File: src/rtl/vga_frame_reader.sv
// 640x480@60 VGA scan-out from a dual-port frame buffer, 2x-upscaled RGB565 -> RGB444.
// Optional VGA_TESTBAR_EN adds a test_mode input that replaces RAM data with 8 colour bars.
module vga_frame_reader #(
  parameter int unsigned AW       = 17,
  parameter int unsigned DW       = 16,
  parameter int unsigned IMG_W    = 320,
  parameter int unsigned IMG_H    = 240,
  parameter int unsigned H_ACTIVE = 640,
  parameter int unsigned H_FP     = 16,
  parameter int unsigned H_SYNC   = 96,
  parameter int unsigned H_BP     = 48,
  parameter int unsigned V_ACTIVE = 480,
  parameter int unsigned V_FP     = 10,
  parameter int unsigned V_SYNC   = 2,
  parameter int unsigned V_BP     = 33
) (
  input  logic          clk,
  input  logic          rst,
`ifdef VGA_TESTBAR_EN
  input  logic          test_mode,
`endif
  output logic [AW-1:0] addr_out,
  output logic          regread,
  input  logic [DW-1:0] data_in,
  output logic          vga_hsync,
  output logic          vga_vsync,
  output logic [3:0]    vga_r,
  output logic [3:0]    vga_g,
  output logic [3:0]    vga_b,
  output logic          frame_start
);

  localparam int unsigned H_TOTAL = H_ACTIVE + H_FP + H_SYNC + H_BP;
  localparam int unsigned V_TOTAL = V_ACTIVE + V_FP + V_SYNC + V_BP;
  localparam int unsigned HW      = $clog2(H_TOTAL);
  localparam int unsigned VW      = $clog2(V_TOTAL);

  localparam logic [HW-1:0] H_LAST   = HW'(H_TOTAL - 1);
  localparam logic [HW-1:0] H_ACT    = HW'(H_ACTIVE);
  localparam logic [HW-1:0] HS_BEG   = HW'(H_ACTIVE + H_FP);
  localparam logic [HW-1:0] HS_END   = HW'(H_ACTIVE + H_FP + H_SYNC - 1);
  localparam logic [HW-1:0] H_IMG    = HW'(IMG_W);
  localparam logic [VW-1:0] V_LAST   = VW'(V_TOTAL - 1);
  localparam logic [VW-1:0] V_ACT    = VW'(V_ACTIVE);
  localparam logic [VW-1:0] VS_BEG   = VW'(V_ACTIVE + V_FP);
  localparam logic [VW-1:0] VS_END   = VW'(V_ACTIVE + V_FP + V_SYNC - 1);
  localparam logic [VW-1:0] V_IMG    = VW'(IMG_H);
  localparam logic [VW-1:0] V_IMG_LT = VW'(IMG_H - 1);
  localparam logic [AW-1:0] ROW_STEP = AW'(IMG_W);

  logic [HW-1:0] h_cnt;
  logic [VW-1:0] v_cnt;
  logic [AW-1:0] row_base;

  logic active_c, in_img_c, hs_c, vs_c, fs_c;
  logic img_d1, hs_d1, vs_d1, fs_d1;
  logic img_d2, hs_d2, vs_d2, fs_d2;
  logic [3:0] r_c, g_c, b_c;
  logic unused_bits;

  assign unused_bits = ^{data_in[11], data_in[6:5], data_in[0]};

  // Region and sync decode for the current counter position
  always_comb begin
    active_c = (h_cnt < H_ACT) && (v_cnt < V_ACT);
    in_img_c = active_c && ((h_cnt >> 1) < H_IMG) && ((v_cnt >> 1) < V_IMG);
    hs_c     = !((h_cnt >= HS_BEG) && (h_cnt <= HS_END));
    vs_c     = !((v_cnt >= VS_BEG) && (v_cnt <= VS_END));
    fs_c     = (h_cnt == '0) && (v_cnt == '0);
  end

  // Raster counters; row_base steps once per image row, after its second (odd) line
  always_ff @(posedge clk) begin
    if (rst) begin
      h_cnt    <= '0;
      v_cnt    <= '0;
      row_base <= '0;
    end else if (h_cnt == H_LAST) begin
      h_cnt <= '0;
      if (v_cnt == V_LAST) begin
        v_cnt    <= '0;
        row_base <= '0;
      end else begin
        v_cnt <= v_cnt + VW'(1);
        if (v_cnt[0] && ((v_cnt >> 1) < V_IMG_LT))
          row_base <= row_base + ROW_STEP;
      end
    end else begin
      h_cnt <= h_cnt + HW'(1);
    end
  end

`ifdef VGA_TESTBAR_EN
  logic       act_d1, act_d2, tm_d1, tm_d2;
  logic [2:0] bar_d1, bar_d2;

  always_ff @(posedge clk) begin
    if (rst) begin
      act_d1 <= 1'b0;
      act_d2 <= 1'b0;
      tm_d1  <= 1'b0;
      tm_d2  <= 1'b0;
      bar_d1 <= '0;
      bar_d2 <= '0;
    end else begin
      act_d1 <= active_c;
      act_d2 <= act_d1;
      tm_d1  <= test_mode;
      tm_d2  <= tm_d1;
      bar_d1 <= 3'(h_cnt / HW'(H_ACTIVE / 8));
      bar_d2 <= bar_d1;
    end
  end
  wire read_en_c = in_img_c && !test_mode;
`else
  wire read_en_c = in_img_c;
`endif

  // Stage 1: buffer read request; address holds outside the image
  always_ff @(posedge clk) begin
    if (rst) begin
      addr_out <= '0;
      regread  <= 1'b0;
      img_d1   <= 1'b0;
      hs_d1    <= 1'b1;
      vs_d1    <= 1'b1;
      fs_d1    <= 1'b0;
    end else begin
      regread <= read_en_c;
      if (in_img_c)
        addr_out <= row_base + AW'(h_cnt >> 1);
      img_d1 <= in_img_c;
      hs_d1  <= hs_c;
      vs_d1  <= vs_c;
      fs_d1  <= fs_c;
    end
  end

  // Stage 2: wait for buffer data
  always_ff @(posedge clk) begin
    if (rst) begin
      img_d2 <= 1'b0;
      hs_d2  <= 1'b1;
      vs_d2  <= 1'b1;
      fs_d2  <= 1'b0;
    end else begin
      img_d2 <= img_d1;
      hs_d2  <= hs_d1;
      vs_d2  <= vs_d1;
      fs_d2  <= fs_d1;
    end
  end

  // Colour selection for stage 3
  always_comb begin
    r_c = 4'h0;
    g_c = 4'h0;
    b_c = 4'h0;
`ifdef VGA_TESTBAR_EN
    if (tm_d2) begin
      if (act_d2) begin
        r_c = {4{~bar_d2[1]}};
        g_c = {4{~bar_d2[2]}};
        b_c = {4{~bar_d2[0]}};
      end
    end else
`endif
    if (img_d2) begin
      r_c = data_in[15:12];
      g_c = data_in[10:7];
      b_c = data_in[4:1];
    end
  end

  // Stage 3: pin registers
  always_ff @(posedge clk) begin
    if (rst) begin
      vga_r       <= 4'h0;
      vga_g       <= 4'h0;
      vga_b       <= 4'h0;
      vga_hsync   <= 1'b1;
      vga_vsync   <= 1'b1;
      frame_start <= 1'b0;
    end else begin
      vga_r       <= r_c;
      vga_g       <= g_c;
      vga_b       <= b_c;
      vga_hsync   <= hs_d2;
      vga_vsync   <= vs_d2;
      frame_start <= fs_d2;
    end
  end

endmodule

File: config.mk
export PLATFORM = sky130hd
export DESIGN_NAME = vga_frame_reader
export DESIGN_NICKNAME = d
export VERILOG_FILES = /design/src/rtl/vga_frame_reader.sv
export SDC_FILE = /design/constraint.sdc
export NUM_CORES = 1
export LEC_CHECK = 0
export BUFFER_PORTS_ARGS = -buffer_cell sky130_fd_sc_hd__buf_2
export CAP_MARGIN = 20
export CORE_ASPECT_RATIO = 1.25
export CORE_MARGIN = 3
export CORE_UTILIZATION = 45
export DETAILED_ROUTE_END_ITERATION = 8
export GPL_TIMING_DRIVEN = 0
export PLACE_DENSITY = 0.72
export SYNTH_ARGS = -nofsm -noshare
export SYNTH_HDL_FRONTEND = slang
export SYNTH_SLANG_ARGS = --single-unit
File: constraint.sdc
create_clock -name clk -period 3.9 [get_ports clk]
set_input_delay 0.195 -clock clk [delete_from_list [all_inputs] [get_ports clk]]
set_output_delay 0.195 -clock clk [all_outputs]
set_load 0.005 [all_outputs]
* Word-level counts from Yosys, hierarchy flattened
Cells that the tools add are included.
** Storage, ports and cells
- Input bits :: 18
- Logic and storage cells :: 52
- Register bits :: 77
** Operators by class
- Reductions and logical operators :: 15
- Eq/ne operators :: 2
- Add/subtract/negate cells :: 4
- Order comparisons :: 9
- Multiplexer cells :: 3
- Bitwise logic cells :: 1
** Operators with widths (count)
- 17-bit 2-to-1 mux :: 2
- 10-bit by 1-bit adder with 10-bit output (second input constant) :: 2
- 10-bit == test (second input constant) :: 2
- 10-bit zero test :: 2
- 9-bit by 8-bit less-than comparator with 1-bit output (second input constant) :: 2
- 17-bit by 9-bit adder with 17-bit output :: 1
- 17-bit by 9-bit adder with 17-bit output (second input constant) :: 1
- 10-bit greater-or-equal comparator (second input constant) :: 1
- 10-bit by 9-bit greater-or-equal comparator with 1-bit output (second input constant) :: 1
- 10-bit less-or-equal comparator (second input constant) :: 1
- 10-bit by 9-bit less-or-equal comparator with 1-bit output (second input constant) :: 1
- 10-bit less-than comparator (second input constant) :: 1
- 10-bit by 9-bit less-than comparator with 1-bit output (second input constant) :: 1
- 10-bit 2-to-1 mux :: 1
- 9-bit less-than comparator (second input constant) :: 1
- 1-bit logical AND :: 7
- 2-bit OR reduction :: 2
- 1-bit zero test :: 2
- 2-bit AND reduction :: 1
- 2-bit nonzero test :: 1
- 1-bit inverter :: 1

* Depth between registers and ports, before layout
Gate-level depths: netlist of the first run.
- Depth after elaboration :: 4
- Mapped depth :: 8
- Gate-level depth less buffers :: 7

* Worst setup path after synthesis of the first run
Ideal clock, no wire load.
- Kind :: flip-flop to flip-flop
- Start point :: reg h_cnt[0]
- End point :: reg v_cnt[7]
- Period minus slack after synthesis :: 1908 ps
- Stages on the path, launching flop included :: 8
- Path slack :: 1992 ps
- Arrival :: 1789 ps
- Required time :: 3780 ps
- Library setup time :: 120 ps
- Cells stage by stage :: dfxtp_1 ha_1 nand3_2 or4_4 buf_6 nor4_4 xnor2_1 nor2_2
** On the way
- Cells in the longest elaborated chain, start to end :: 1
** RTL lines
- from (decl) :: RTL line 51 : logic [HW-1:0] h_cnt;
- from (signal assigned) :: RTL line 89 : h_cnt <= h_cnt + HW'(1);
- 10-bit == test :: RTL line 78 : end else if (h_cnt == H_LAST) begin
- to (signal assigned) :: RTL line 84 : v_cnt <= v_cnt + VW'(1);
- to (decl) :: RTL line 52 : logic [VW-1:0] v_cnt;
Every way passes these cells.
A chain may end at the register's enable or synchronous reset.

* Final worst setup path of the first run
- Start point :: reg h_cnt[1]
- End point :: reg v_cnt[8]
Same word-level chain as after synthesis.

==> qor.yml, run 1 <==
finalWirelength_um: 7010
die-width_um: 80.2
drtPass1Iterations: 4
synth_area_leaders: "dfxtp_1 (46%), nand2_1 (4.0%), xnor2_1 (4.0%)"
worstSkewPairLatency_ns: 0.34
post_drt_via_cell_ratio: 5.35
drc: 0
finalSetupViolCount: 0
vias: 2648
cts-resized-gates: 0
endpoint_kind: "register"
io_buffers: 45
cts.sinks: 71
worst_pin_slew_ns: 1.04
fin_tns_setup_ns: 0
layout.nets: 430
min_path_type: "in -> reg"
syn_nets: 374
dieArea_um2: 7930
rsz0062_at_grt: "no"
path_buf_inv: 0
max-vdd-ir-drop_mv: 0.198
start_util_pct: 46.9
syn_avg_cell_area_um2: 8.91
syn-cell-area_um2: 3100
grt_util_all_layers_pct: 18.6
yosysTopAreaCell: "dfxtp_1"
ant_nets: 0
whs_ns: 0.0564
rr_worst_depth: 6
wire_per_inst_um: 14.2
clock-root-buffer: "clkbuf_8"
worstPathRequired_ns: 4.13
path_clk_slew_ns: 0.08
slowest_stage: "nor4_1"
start_kind: "register"
synth_seq_area_share_pct: 45.8
cp-startpoint: "h_cnt[1]"
report.final.slew_viol_count: 0
leakage_nw: 1.52
first_iter_violations: 156
post-cts-setup-buffer-count: 0
first_global_vias: 2405
status: "complete, no violations"
htree_levels: 3
hold_viol: 0
path_depth: 6
r2r_start: "h_cnt[1]"
clock.fmax_mhz: 423
crit_family: "simple AND/OR/NAND/NOR gates"
antenna_found_initial: 0
core_area_um2: 6610
async_reset_ff_share_pct: 0
endpoint: "v_cnt[8]"
setup.worst_path.class: "reg -> reg"
ios: 51
min_period_over_period_pct: 60.6
r2r_setup_slack_ns: 1.54
synth-edff-count: 0
gp_congestion: 0.842
powerDensity_nw_per_um2: 397
slowest_delay_ns: 0.77
drive_gt1_share_pct: 19.9
r2r-end: "v_cnt[8]"
synthCells: 348
final_cells: 495
relSlewSlack_pct: 30.2
cts_made_buffers: 9
cts_tree: "yes"
synth_ff_type: "dfxtp_1"
dp_cells: 480
ys_seq_elements: 71
grt_max_degree: 13
cp_cell_sequence: "ha_1, nand3_2, nor4_1, nand2_1, nand2b_1, nor2_1"
hold_buffers: 0
grt_pass1_wl_um: 11400
grt_overflow: 0
dp_hpwl_um: 5090
fp.dieH_um: 98.8
ys_types: 49
cts_max_path_buffers: 2
clock_skew_ns: 0.00884
cp_max_fo: 7
diodes: 0
cp.arrival_ns: 2.59
maxCapViolCount: 0
synth_top_area_share_pct: 45.8
synth_warnings: 0
finalCriticalPeriod_ns: 2.36
row_count: 33
synthTopCellsByCount: "dfxtp_1 (71), nand2_1 (33), nor2_1 (30)"
syn2layout_area_growth_pct: 18.2
yosysMostFrequentCell: "dfxtp_1"
cell type report:
| class | count | area [µm²] |
|---|---|---|
| fillers | 593 | 2940 |
| plain buffers | 21 | 98.8 |
| flip-flops and latches | 71 | 1420 |
| clock buffers | 11 | 151 |
| repair buffers | 45 | 225 |
| multi-input cells | 249 | 1550 |
| clock inverters | 4 | 77.6 |
| inverters | 7 | 26.3 |
| well taps | 87 | 109 |
cell families (layout without fill, tap and decap cells):
kind of cell	Yosys count	count (layout)	share of synthesized area (%)
buffers and inverters	28	88	4.04
adders and majority gates	8	8	3.23
muxes	2	2	0.686
DFF	71	71	45.8
xor gates and xnor gates	24	24	6.78
and+or+nand+nor	159	159	28.3
AOI/OAI and AO/OA	56	56	11.1
flip-flops by register name, indices dropped and copies added, names as in the netlist, 4 cells and up:
name	count
vga_b	4
h_cnt	10
row_base	11
vga_g	4
v_cnt	10
vga_r	4
addr_out	17
placed cells by master (no fill, tap or decap), types with 2 or more instances in the layout:
cell and count:
xor2_1 10, nand4b_1 3, or2_2 5, nor4_1 6
o21ai_0 9, or4_4 2, nand2_1 33, nand4_1 6
a31oi_1 5, dfxtp_1 71, and2_1 17, nand3_1 14
nor4bb_1 2, nor3_1 15, inv_1 7, buf_2 48
and3_1 5, a211oi_1 7, a311oi_1 2, buf_6 2
a21oi_1 24, nor2_1 30, bufinv_16 2, o311ai_0 2
ha_1 8, nor3b_1 2, clkbuf_1 15, a41oi_1 2
o211a_1 2, xnor2_1 14, nor2b_1 6, clkbuf_8 11
where the power goes:
| group | internal, mW | switching, mW |
|---|---|---|
| Combinational | 0.0177 | 0.0228 |
| Clock | 0.395 | 0.277 |
| Sequential | 0.735 | 0.00523 |
| Total | 1.15 | 0.305 |
worst min path at each step:
stage                     from         to  cells after the start
global route        data_in[4]   vga_b[3]                      2
finish              data_in[4]   vga_b[3]                      2
detailed placement       vs_d2  vga_vsync                      1
global placement         vs_d2  vga_vsync                      1
CTS                 data_in[4]   vga_b[3]                      2
floorplan           data_in[1]   vga_b[0]                      1
metrics by stage:
step,power [mW],setup WS [ns],cell area [µm²],util [%]
6_report,1.45,1.54,3660,55.5
2_1_floorplan,0.778,1.99,3100,-
5_1_grt,1.50,1.32,3660,55.5
3_3_place_gp,0.797,1.57,3430,52.0
4_1_cts,1.46,1.51,3660,55.5
3_5_place_dp,0.798,1.52,3430,52.0
per-layer routing:
metal | part of all wire, % | GRT usage [%] | vias to the layer above
met4 | 1.4 | 6.76 | 0
met2 | 51 | 32.8 | 73
li1 | - | - | 1327
met1 | 42 | 21.1 | 1239
met3 | 5.8 | 5.21 | 9
met5 | 0 | 0 | -
Power figures use the tool's default switching activity.
==> inputs of run 2 (changes only) <==
--- a/config.mk
+++ b/config.mk
@@ -5,6 +5,7 @@
 export SDC_FILE = /design/constraint.sdc
 export NUM_CORES = 1
 export LEC_CHECK = 0
+export ABC_AREA = 1
 export BUFFER_PORTS_ARGS = -buffer_cell sky130_fd_sc_hd__buf_2
 export CAP_MARGIN = 20
 export CORE_ASPECT_RATIO = 1.25
@@ -12,7 +13,7 @@
 export CORE_UTILIZATION = 45
 export DETAILED_ROUTE_END_ITERATION = 8
 export GPL_TIMING_DRIVEN = 0
-export PLACE_DENSITY = 0.72
+export PLACE_DENSITY = 0.74
 export SYNTH_ARGS = -nofsm -noshare
 export SYNTH_HDL_FRONTEND = slang
 export SYNTH_SLANG_ARGS = --single-unit
==> constraint.sdc (replaced) <==
create_clock -name clk -period 2.1 [get_ports clk]
set_input_delay 0.105 -clock clk [delete_from_list [all_inputs] [get_ports clk]]
set_output_delay 0.105 -clock clk [all_outputs]
set_load 0.005 [all_outputs]
==> qor.yml, run 2 <==
vias: 3015  # +14%
final.fill_count: 669  # +13%
p_int_mw: 1.97  # +72%
hold_buffers: 12  # +12
p_seq_share_pct: 53.2  # +2.3 points
worst_pin_slew_ns: 0.517  # -0.521 ns
min_period_over_period_pct: 83.4  # +23 points
setup.worst_path.class: "reg -> reg"
dieArea_um2: 8380  # +5.7%
endpoint_kind: "register"
drive_gt1_share_pct: 19.8  # -0.085 points
finalSetupViolCount: 0  # unchanged
final_common_cell: "nand2_1"
yosysTopAreaCell: "dfxtp_1"
cp_max_fo: 10  # +3
cts_max_path_buffers: 2  # unchanged
drtPass1Iterations: 4  # unchanged
largest_reg_flops: 17  # unchanged
fin_util_pct: 56.3  # +0.80 points
synth_seq_area_share_pct: 43.2  # -2.6 points
ys_seq_elements: 71  # unchanged
fin_tns_setup_ns: 0  # unchanged
syn-cell-area_um2: 3290  # +6.1%
leakage_nw: 1.80  # +18%
post-cts-setup-buffer-count: 0  # unchanged
ios: 51  # unchanged
wire_per_inst_um: 12.9  # -9.1%
die-width_um: 82.5  # +2.8%
final_cells: 606  # +22%
synth_ff_type: "dfxtp_1"
hold_viol: 0  # unchanged
htree_levels: 3  # unchanged
clockPowerShare_pct: 42.5  # -3.8 points
min_path_type: "in -> reg"
clock.fmax_mhz: 571  # +35%
powerDensity_nw_per_um2: 654  # +65%
synthTopCellsByCount: "nand2_1 (85), dfxtp_1 (71), inv_1 (58)"
crit_family: "simple AND/OR/NAND/NOR gates"
layout.nets: 537  # +25%
slowest_delay_ns: 0.47  # -0.30 ns
drc: 0  # unchanged
netSwitchingFraction_pct: 23.7  # +2.6 points
report.final.slew_viol_count: 0  # unchanged
gp_congestion: 0.920  # +9.3%
p_sw_mw: 0.611  # +100%
relSlewSlack_pct: 65.2  # +35 points
rr_worst_depth: 10  # +4
path_depth: 10  # +4
first_global_vias: 2797  # +16%
finalCriticalPeriod_ns: 1.75  # -0.613 ns
cp.arrival_ns: 2.04  # -0.55 ns
seqCellArea_um2: 1420  # unchanged
rsz0062_at_grt: "no"
post_drt_via_cell_ratio: 4.98  # -7.0%
ys_types: 36  # -27%
top_register: "addr_out"
io_buffers: 46  # +2.2%
cts-resized-gates: 0  # unchanged
path_buf_inv: 2  # +2
synth_area_leaders: "dfxtp_1 (43%), nand2_1 (9.7%), inv_1 (6.6%)"
start_kind: "register"
start_util_pct: 46.9  # -0.051 points
yosysMostFrequentCell: "nand2_1"
synthCells: 442  # +27%
largest_registers: "addr_out: 17 flops, row_base: 11 flops"
maxCapViolCount: 0  # unchanged
syn_avg_cell_area_um2: 7.44  # -16%
row_count: 34  # +3.0%
combPwrFrac_pct: 4.3  # +1.5 points
synth-edff-count: 0  # unchanged
max-vdd-ir-drop_mv: 0.410  # +110%
cp_cell_sequence: "inv_1, ha_1, nand3_1, nor2_4, nand2_2, buf_2, nand3_1, nand3_2, nand2_1, nor2_1"
slowest_stage: "dfxtp_1"
cts.sinks: 71  # unchanged
grt_max_degree: 14  # +1
syn_nets: 468  # +25%
final_cell_mix: "nand2_1 (85), dfxtp_1 (71), inv_1 (58), buf_2 (52), nor2_1 (47)"
cts_made_buffers: 9  # unchanged
diodes: 0  # unchanged
cts_tree: "yes"
fp.dieH_um: 102  # +2.8%
r2r_setup_slack_ns: 0.35  # -1.19 ns
path_clk_slew_ns: 0.08  # about the same
dp_hpwl_um: 5690  # +12%
dp_cells: 578  # +20%
core_area_um2: 7020  # +6.2%
synth_warnings: 0  # unchanged
first_iter_violations: 165  # +5.8%
grt_overflow: 0  # unchanged
worstPathRequired_ns: 2.38  # -1.75 ns
power_mw: 2.58  # +78%
cpMostUsedCell: "nand3_1"
finalWirelength_um: 7800  # +11%
async_reset_ff_share_pct: 0  # unchanged
status: "complete, no violations"
clock-root-buffer: "clkbuf_8"
ant_nets: 0  # unchanged
multiInputGateArea_um2: 1550  # -0.24%
syn2layout_area_growth_pct: 20.0
synth_top_area_share_pct: 43.2  # -2.6 points
grt_util_all_layers_pct: 19.1  # +0.51 points
antenna_found_initial: 0  # unchanged
grt_pass1_wl_um: 12400  # +8.7%
clock_skew_ns: 0.00964  # +0.000801 ns
worstSkewPairLatency_ns: 0.35  # about the same
hold_path_depth: 4  # +2
run 2: cell count changes after synthesis, moves of 10 or more:
| cell | before | now |
|---|---|---|
| xnor2_1 | 14 | 2 |
| a21oi_1 | 24 | 34 |
| and2_1 | 17 | 0 |
| clkbuf_1 | 15 | 2 |
| nand2_1 | 33 | 85 |
| inv_1 | 7 | 58 |
| nor2_1 | 30 | 47 |
| nand3_1 | 14 | 32 |
run 2: power groups by stage:
stage                     clock [mW]  sequential [mW]  combinational (mW)
after global placement             0             1.40              0.0897
after detailed placement           0             1.40              0.0917
after CTS                       1.12             1.37               0.110
after floorplan                    0             1.40              0.0521
final                           1.10             1.37               0.110
after global routing            1.18             1.37               0.124
run 2: cell type report:
class | instances | share of cell area (%)
repair buffers | 58 | 8.87
well taps | 90 | 2.85
inverters | 63 | 5.99
plain buffers | 14 | 2.09
multi-input cells | 294 | 39.3
clock buffers | 10 | 3.23
flip-flops and latches | 71 | 36.0
clock inverters | 6 | 1.71
run 2: worst paths after layout:
kind	startpoint	to
min	rst	fs_d1
max	v_cnt[0]	row_base[12]
max reg2reg	v_cnt[0]	row_base[12]
min reg2reg	fs_d1	fs_d2
run 2: layer usage:
metal	GRT usage (%)	vias up	share of wire [%]
li1	-	1551	-
met1	22.1	1387	42
met2	33.2	59	52
met3	4.45	18	3.6
met4	8.18	0	2.3
met5	0	-	0
run 2: per-stage QoR:
step / cell area (µm²) / worst slack [ns] / hold WS (ns)
detailed placement: 3630 / 0.378 / 0.323
global route: 3950 / 0.164 / 0.0921
finish: 3950 / 0.349 / 0.0808
floorplan: 3290 / 0.625 / 0.217
CTS: 3950 / 0.368 / 0.0735
global placement: 3630 / 0.407 / 0.319
run 2: worst reg2reg max path, cell delays in order, from the launching register on:
cell     delay [ns]
dfxtp_1        0.47
inv_1          0.10
ha_1           0.23
nand3_1        0.13
nor2_4         0.05
nand2_2        0.13
buf_2          0.25
nand3_1        0.12
nand3_2        0.08
nand2_1        0.04
nor2_1         0.08
run 2: cell families (layout without fill, tap and decap cells):
logic type,after synthesis,after routing,share of synthesized area [%]
AOI/OAI and AO/OA,61,61,9.89
xor gates and xnor gates,9,9,2.40
adders and majority gates,8,8,3.04
buffers and inverters,77,151,9.70
DFF,71,71,43.2
and+or+nand+nor,216,216,31.8
